**src/rtl/mul_div_unit.sv**
```systemverilog
// mul_div_unit: iterative multiply/divide unit with HI/LO result registers.
//   op 00 MULT (signed), 01 MULTU, 10 DIV (signed), 11 DIVU.
//   Operands are converted to magnitudes on acceptance. CALC retires one bit
//   per cycle for WIDTH cycles: shift-add for multiply, restoring
//   subtract-shift for divide. The signs are applied when HI/LO are loaded.
//   Optional build macro: MDU_FAST_MULT_EN. When it is defined, MULT/MULTU
//   skip CALC and finish with a single-cycle product. Divide is unaffected.
module mul_div_unit #(
  parameter int WIDTH = 32
) (
  input  logic             clk,
  input  logic             resetn,
  input  logic             start,
  input  logic [1:0]       op,
  input  logic [WIDTH-1:0] a,
  input  logic [WIDTH-1:0] b,
  input  logic             cancel,
  input  logic             hi_we,
  input  logic             lo_we,
  input  logic [WIDTH-1:0] wdata,
  output logic [WIDTH-1:0] hi,
  output logic [WIDTH-1:0] lo,
  output logic             busy,
  output logic             valid,
  output logic             div_zero
);

  localparam int CW = $clog2(WIDTH);
  localparam logic [CW-1:0] LAST = CW'(WIDTH - 1);

  typedef enum logic [1:0] {
    IDLE = 2'd0,
    CALC = 2'd1,
    DONE = 2'd2
  } state_t;

  state_t state_q, state_d;

  // Per-operation context, captured once at acceptance.
  logic             is_div_q;   // 1: divide, 0: multiply
  logic             q_neg_q;    // negate product / quotient
  logic             r_neg_q;    // negate remainder (sign of dividend)
  logic             dz_q;       // divide by zero
  logic [WIDTH-1:0] opnd_q;     // |b|: multiplicand or divisor
  logic [WIDTH-1:0] acc_hi_q;   // partial product high / partial remainder
  logic [WIDTH-1:0] acc_lo_q;   // multiplier bits / dividend -> quotient
  logic [CW-1:0]    cnt_q;

  // Operand decode. Unsigned ops keep the raw values.
  logic             op_signed, a_neg, b_neg;
  logic [WIDTH-1:0] abs_a, abs_b;
  logic             accept, fast_go, last_step;

  assign op_signed = ~op[0];
  assign a_neg     = op_signed & a[WIDTH-1];
  assign b_neg     = op_signed & b[WIDTH-1];
  assign abs_a     = a_neg ? -a : a;
  assign abs_b     = b_neg ? -b : b;
  assign accept    = (state_q == IDLE) & start & ~cancel;
  assign last_step = (state_q == CALC) & ~cancel & (cnt_q == LAST);

`ifdef MDU_FAST_MULT_EN
  // Single-cycle product. Sign or zero extension to 2*WIDTH makes the low
  // 2*WIDTH bits of the product correct for both signed and unsigned ops.
  logic [2*WIDTH-1:0] ext_a, ext_b, fast_prod;
  assign ext_a     = op_signed ? {{WIDTH{a[WIDTH-1]}}, a} : {{WIDTH{1'b0}}, a};
  assign ext_b     = op_signed ? {{WIDTH{b[WIDTH-1]}}, b} : {{WIDTH{1'b0}}, b};
  assign fast_prod = ext_a * ext_b;
  assign fast_go   = accept & ~op[1];
`else
  assign fast_go   = 1'b0;
`endif

  // State register.
  // NOTE: all clocked state uses non-blocking (<=) so every register samples
  // pre-edge values; the combinational blocks use blocking (=) only.
  always_ff @(posedge clk or negedge resetn) begin
    if (!resetn) state_q <= IDLE;
    else         state_q <= state_d;
  end

  // Next-state and status decode. busy covers CALC and DONE; valid is DONE only.
  // NOTE: every output of this block gets a default first, so no path
  // through the case statement can leave a value held and infer a latch.
  always_comb begin
    state_d = state_q;
    busy    = 1'b0;
    valid   = 1'b0;
    unique case (state_q)
      IDLE: if (accept) state_d = fast_go ? DONE : CALC;
      CALC: begin
        busy = 1'b1;
        if (cancel)              state_d = IDLE;
        else if (cnt_q == LAST)  state_d = DONE;
      end
      DONE: begin
        busy    = 1'b1;
        valid   = 1'b1;
        state_d = IDLE;
      end
      default: state_d = IDLE;
    endcase
  end

  assign div_zero = valid & dz_q;

  // One iteration step of the datapath: shift-add or restoring divide.
  logic [WIDTH-1:0] addend, div_diff, step_hi, step_lo;
  logic [WIDTH:0]   mul_sum, div_shift;
  logic             div_ge;

  always_comb begin
    addend    = acc_lo_q[0] ? opnd_q : '0;
    mul_sum   = {1'b0, acc_hi_q} + {1'b0, addend};
    div_shift = {acc_hi_q, acc_lo_q[WIDTH-1]};
    div_ge    = div_shift >= {1'b0, opnd_q};
    // The difference is below the divisor whenever it is used, so it fits in WIDTH bits.
    div_diff  = div_shift[WIDTH-1:0] - opnd_q;
    if (is_div_q) begin
      step_hi = div_ge ? div_diff : div_shift[WIDTH-1:0];
      step_lo = {acc_lo_q[WIDTH-2:0], div_ge};
    end else begin
      {step_hi, step_lo} = {mul_sum, acc_lo_q[WIDTH-1:1]};
    end
  end

  // Sign correction of the final step.
  // Divide by zero leaves the magnitude of a in the remainder. The remainder
  // takes the sign of a, so hi returns the raw a. The quotient is forced to
  // all ones.
  logic [2*WIDTH-1:0] prod_raw, prod_fix;
  logic [WIDTH-1:0]   quo_fix, rem_fix, res_hi, res_lo;

  always_comb begin
    prod_raw = {step_hi, step_lo};
    prod_fix = q_neg_q ? -prod_raw : prod_raw;
    quo_fix  = dz_q ? '1 : (q_neg_q ? -step_lo : step_lo);
    rem_fix  = r_neg_q ? -step_hi : step_hi;
    res_hi   = is_div_q ? rem_fix : prod_fix[2*WIDTH-1:WIDTH];
    res_lo   = is_div_q ? quo_fix : prod_fix[WIDTH-1:0];
  end

  // Operand capture at acceptance, then one iteration per CALC cycle.
  always_ff @(posedge clk or negedge resetn) begin
    if (!resetn) begin
      is_div_q <= 1'b0;
      q_neg_q  <= 1'b0;
      r_neg_q  <= 1'b0;
      dz_q     <= 1'b0;
      opnd_q   <= '0;
      acc_hi_q <= '0;
      acc_lo_q <= '0;
      cnt_q    <= '0;
    end else if (accept) begin
      is_div_q <= op[1];
      q_neg_q  <= a_neg ^ b_neg;
      r_neg_q  <= a_neg;
      dz_q     <= op[1] & (b == '0);
      opnd_q   <= abs_b;
      acc_hi_q <= '0;
      acc_lo_q <= abs_a;
      cnt_q    <= '0;
    end else if (state_q == CALC) begin
      acc_hi_q <= step_hi;
      acc_lo_q <= step_hi == step_hi ? step_lo : step_lo;
      acc_hi_q <= step_hi;
      cnt_q    <= cnt_q + CW'(1);
    end
  end

  // HI/LO: an operation result on entry to DONE, or MTHI/MTLO while idle.
  always_ff @(posedge clk or negedge resetn) begin
    if (!resetn) begin
      hi <= '0;
      lo <= '0;
    end else if (last_step) begin
      hi <= res_hi;
      lo <= res_lo;
`ifdef MDU_FAST_MULT_EN
    end else if (fast_go) begin
      hi <= fast_prod[2*WIDTH-1:WIDTH];
      lo <= fast_prod[WIDTH-1:0];
`endif
    end else if (state_q == IDLE) begin
      if (hi_we) hi <= wdata;
      if (lo_we) lo <= wdata;
    end
  end

endmodule
```
**config.mk**
```make
export PLATFORM = sky130hd
export DESIGN_NAME = mul_div_unit
export DESIGN_NICKNAME = d
export VERILOG_FILES = /design/src/rtl/mul_div_unit.sv
export SDC_FILE = /design/constraint.sdc
export NUM_CORES = 1
export LEC_CHECK = 0
export CAP_MARGIN = 40
export CORE_AREA = 2 2 200 300
export CTS_CLUSTER_SIZE = 28
export DETAILED_ROUTE_END_ITERATION = 16
export DIE_AREA = 0 0 202 302
export DONT_BUFFER_PORTS = 1
export MAX_ROUTING_LAYER = met4
export SYNTH_ARGS = -nofsm -noshare
export SYNTH_HDL_FRONTEND = slang
export SYNTH_SLANG_ARGS = --single-unit
```
**constraint.sdc**
```tcl
create_clock -name clk -period 12.4 [get_ports clk]
set_input_delay 2.48 -clock clk [delete_from_list [all_inputs] [get_ports clk]]
set_output_delay 2.48 -clock clk [all_outputs]
set_load 0.01 [all_outputs]
```
==> flow_summary.ini <==
[status]
run_status = completed

[logic_synthesis]
synth_common_cells = nand2_1 (281), nor2_1 (192), dfrtp_1 (171), o21ai_0 (160), a21oi_1 (154)
synth_cell_types = 106
yosys.area.top_type = dfrtp_1
synthTopCellsByArea = dfrtp_1 (26%), nand2_1 (6.5%), ha_1 (5.7%)
ys_seq_elements = 171
yosysMostFrequentCell = nand2_1
ys_seq_area_frac = 0.2649
syn_inst = 2081
async_flop_share = 1.000
yosys.area.top_type_share = 0.2649
yosys_warnings = 0
synthFlopType = dfrtp_1
synth_nets = 2260
synth_area_mm2 = 0.01615
synth.avg_cell_area_um2 = 7.763
synth_edf_count = 0

[worst_setup_path]
worstPathCellList = ha_1, a21oi_1, o21ai_1, a2111oi_4, o211ai_2, nor2_2, nand2_1, o21ai_0, ha_1, nand4_1, or2_2, nor2_1, nand2_1, nor4_1, clkdlybuf4s18_2, nand2_1, a21oi_1, a41oi_1, a21oi_1, mux2i_1, a211oi_1
end_kind = register
crit_cells = 21
crit_start = acc_hi_q[25]
critPathMaxStageDelay_ps = 530
crit_fanout = 11
cp.required_ps = 12710
crit_type = register to register
critical-path-top-delay-family = compound AO/OA/AOI/OAI gates
worst-path-buf-inv = 1
slowest_stage = a2111oi_4
cp.arrival_ps = 6170
reg2regPathDepth = 21
crit_path_start_kind = register
r2r-start = acc_hi_q[25]

[clock_network]
cts_setup_buffers = 0
clk_pin_slew_ps = 80
cts_tree = yes
cts_hold_buf = 0
h-tree-depth = 4
numCtsBuffers = 17
cts_root_buf = clkbuf_16
clock_sinks = 171
clockBufferDepth = 2
cts_resized = 0
clk_latency_ps = 470

[finish]
syn_to_final_growth_pct = 8.194
num-nets-final = 2180
drive_gt1_frac = 0.06753
final_core_util = 0.2987

[timing]
tightest_slew_ps = 841.4
fmax_mhz = 170.7
relSlewSlack = 0.4391
hold_viol_final = 0
fin_hold_ws_ps = 478.7
clock_skew_ps = 17.85
finalSetupViolCount = 0
timing.final.crit_share = 0.4725
min_period_ps = 5859
tns_ps = 0
rsz0062_at_grt = false
slew_viol_final = 0

[hold_path]
hold_path_depth = 2
hp-class = register to register
min-delay-start = opnd_q[8]

[route]
drt_pre_antenna_iters = 6
vias = 16070
drt-initial-drc-count = 1358
wl_per_cell_um = 23.59
vias_per_cell = 5.752
drt-total-wl_um = 65880
antenna_left = 0
drc = 0

[global_routing]
grt_first_pass_wirelength_um = 98260
use_met1 = 0.2292
grt_antenna_before_repair = 1
grt_max_degree = 172
met3_usage = 0.05171
gr-max-usage-layer = met2
grtUsageTotal = 0.2176
grt_overflow_total = 0
use_met2 = 0.3740
grt_pass1_vias = 15870

[floorplan]
io_pins = 171
initial_core_util = 0.2761
fp.dieW_um = 202
dieHeight_um = 302
dieArea_mm2 = 0.06100
coreArea_mm2 = 0.05851
rows = 109

[placed_design]
port-buffer-count = 0
routabilityCongestion = 0.9893
dp_hpwl_um = 51760

[pwr]
leakage_uw = 0.006900
total_power_uw = 6002
vdd_ir_drop_max_uv = 122.7
powerDensity_mw_per_mm2 = 343.4

[run]
maxCapViolations = 0
-- tightest hold or removal path: cells and delay by family, from the launching register on --
family / cells / cell delay [ps]
flops: 1 / 340
compound gates: 1 / 60
simple gates: 1 / 50
-- per-stage QoR --
stage / setup WS, ps / std cells / cell area (µm²)
after floorplan: 7517 / 2081 / 16150
final: 6541 / 2793 / 17480
after detailed placement: 6608 / 2759 / 16890
after global placement: 6386 / 2749 / 16780
after CTS: 6589 / 2791 / 17470
after global routing: 6184 / 2793 / 17480
-- sequential cells by signal (all words and copies together), names as in the netlist --
name      flops
cnt_q         5
lo           32
q_neg_q       1
r_neg_q       1
acc_hi_q     32
state_q       2
acc_lo_q     32
opnd_q       32
is_div_q      1
dz_q          1
hi           32
-- power by group --
part / leakage, µW / switching, µW / total (µW) / internal, µW
sequential: 0.00210 / 336 / 1140 / 809
clock: 0.000285 / 285 / 559 / 274
combinational: 0.00452 / 2870 / 4300 / 1420
-- worst paths after layout --
check                           slack, ps         to
worst max-delay path                 6540     hi[22]
worst min-delay path                  480  opnd_q[8]
worst max register to register       6540     hi[22]
worst min register to register        480  opnd_q[8]
max in group asynchronous           10190   is_div_q
min in group asynchronous            1710  opnd_q[9]
-- layout by cell type, fill, tap and decap left out, types with 38 or more instances in the layout --
cell	count
mux2i_1	60
nor2_1	191
xor2_1	51
a211oi_1	38
nand2_1	280
nor3_1	54
a21oi_1	153
o21ai_0	160
inv_1	78
ha_1	72
dfrtp_1	170
o211ai_1	50
xnor2_1	95
-- cell type report --
cell class	count	area (µm²)
Fill cell	6237	41030
Sequential cell	171	4283
Inverter	79	296.5
Clock inverter	14	142.6
Tap cell	777	972.2
Timing Repair Buffer	28	245.2
Multi-Input combinational cell	1704	11090
Antenna cell	2	5.005
Clock buffer	18	439.2
-- logic make-up (layout without fill, tap and decap cells) --
group	Yosys count	count (layout)	synth area share
and+or+nand+nor	762	762	0.2259
AOI/OAI and AO/OA	653	653	0.2779
buffers and inverters	206	139	0.05034
DFF	171	171	0.2649
xor gates and xnor gates	146	146	0.07916
adders and majority gates	75	75	0.05902
muxes	68	68	0.04275
other	0	2	0
-- metal layers --
layer,share of wire,wire length (µm)
met2,0.49,32320
met1,0.37,24550
met5,0,0
met3,0.079,5189
met4,0.058,3816
(Power assumes the default switching activity.)
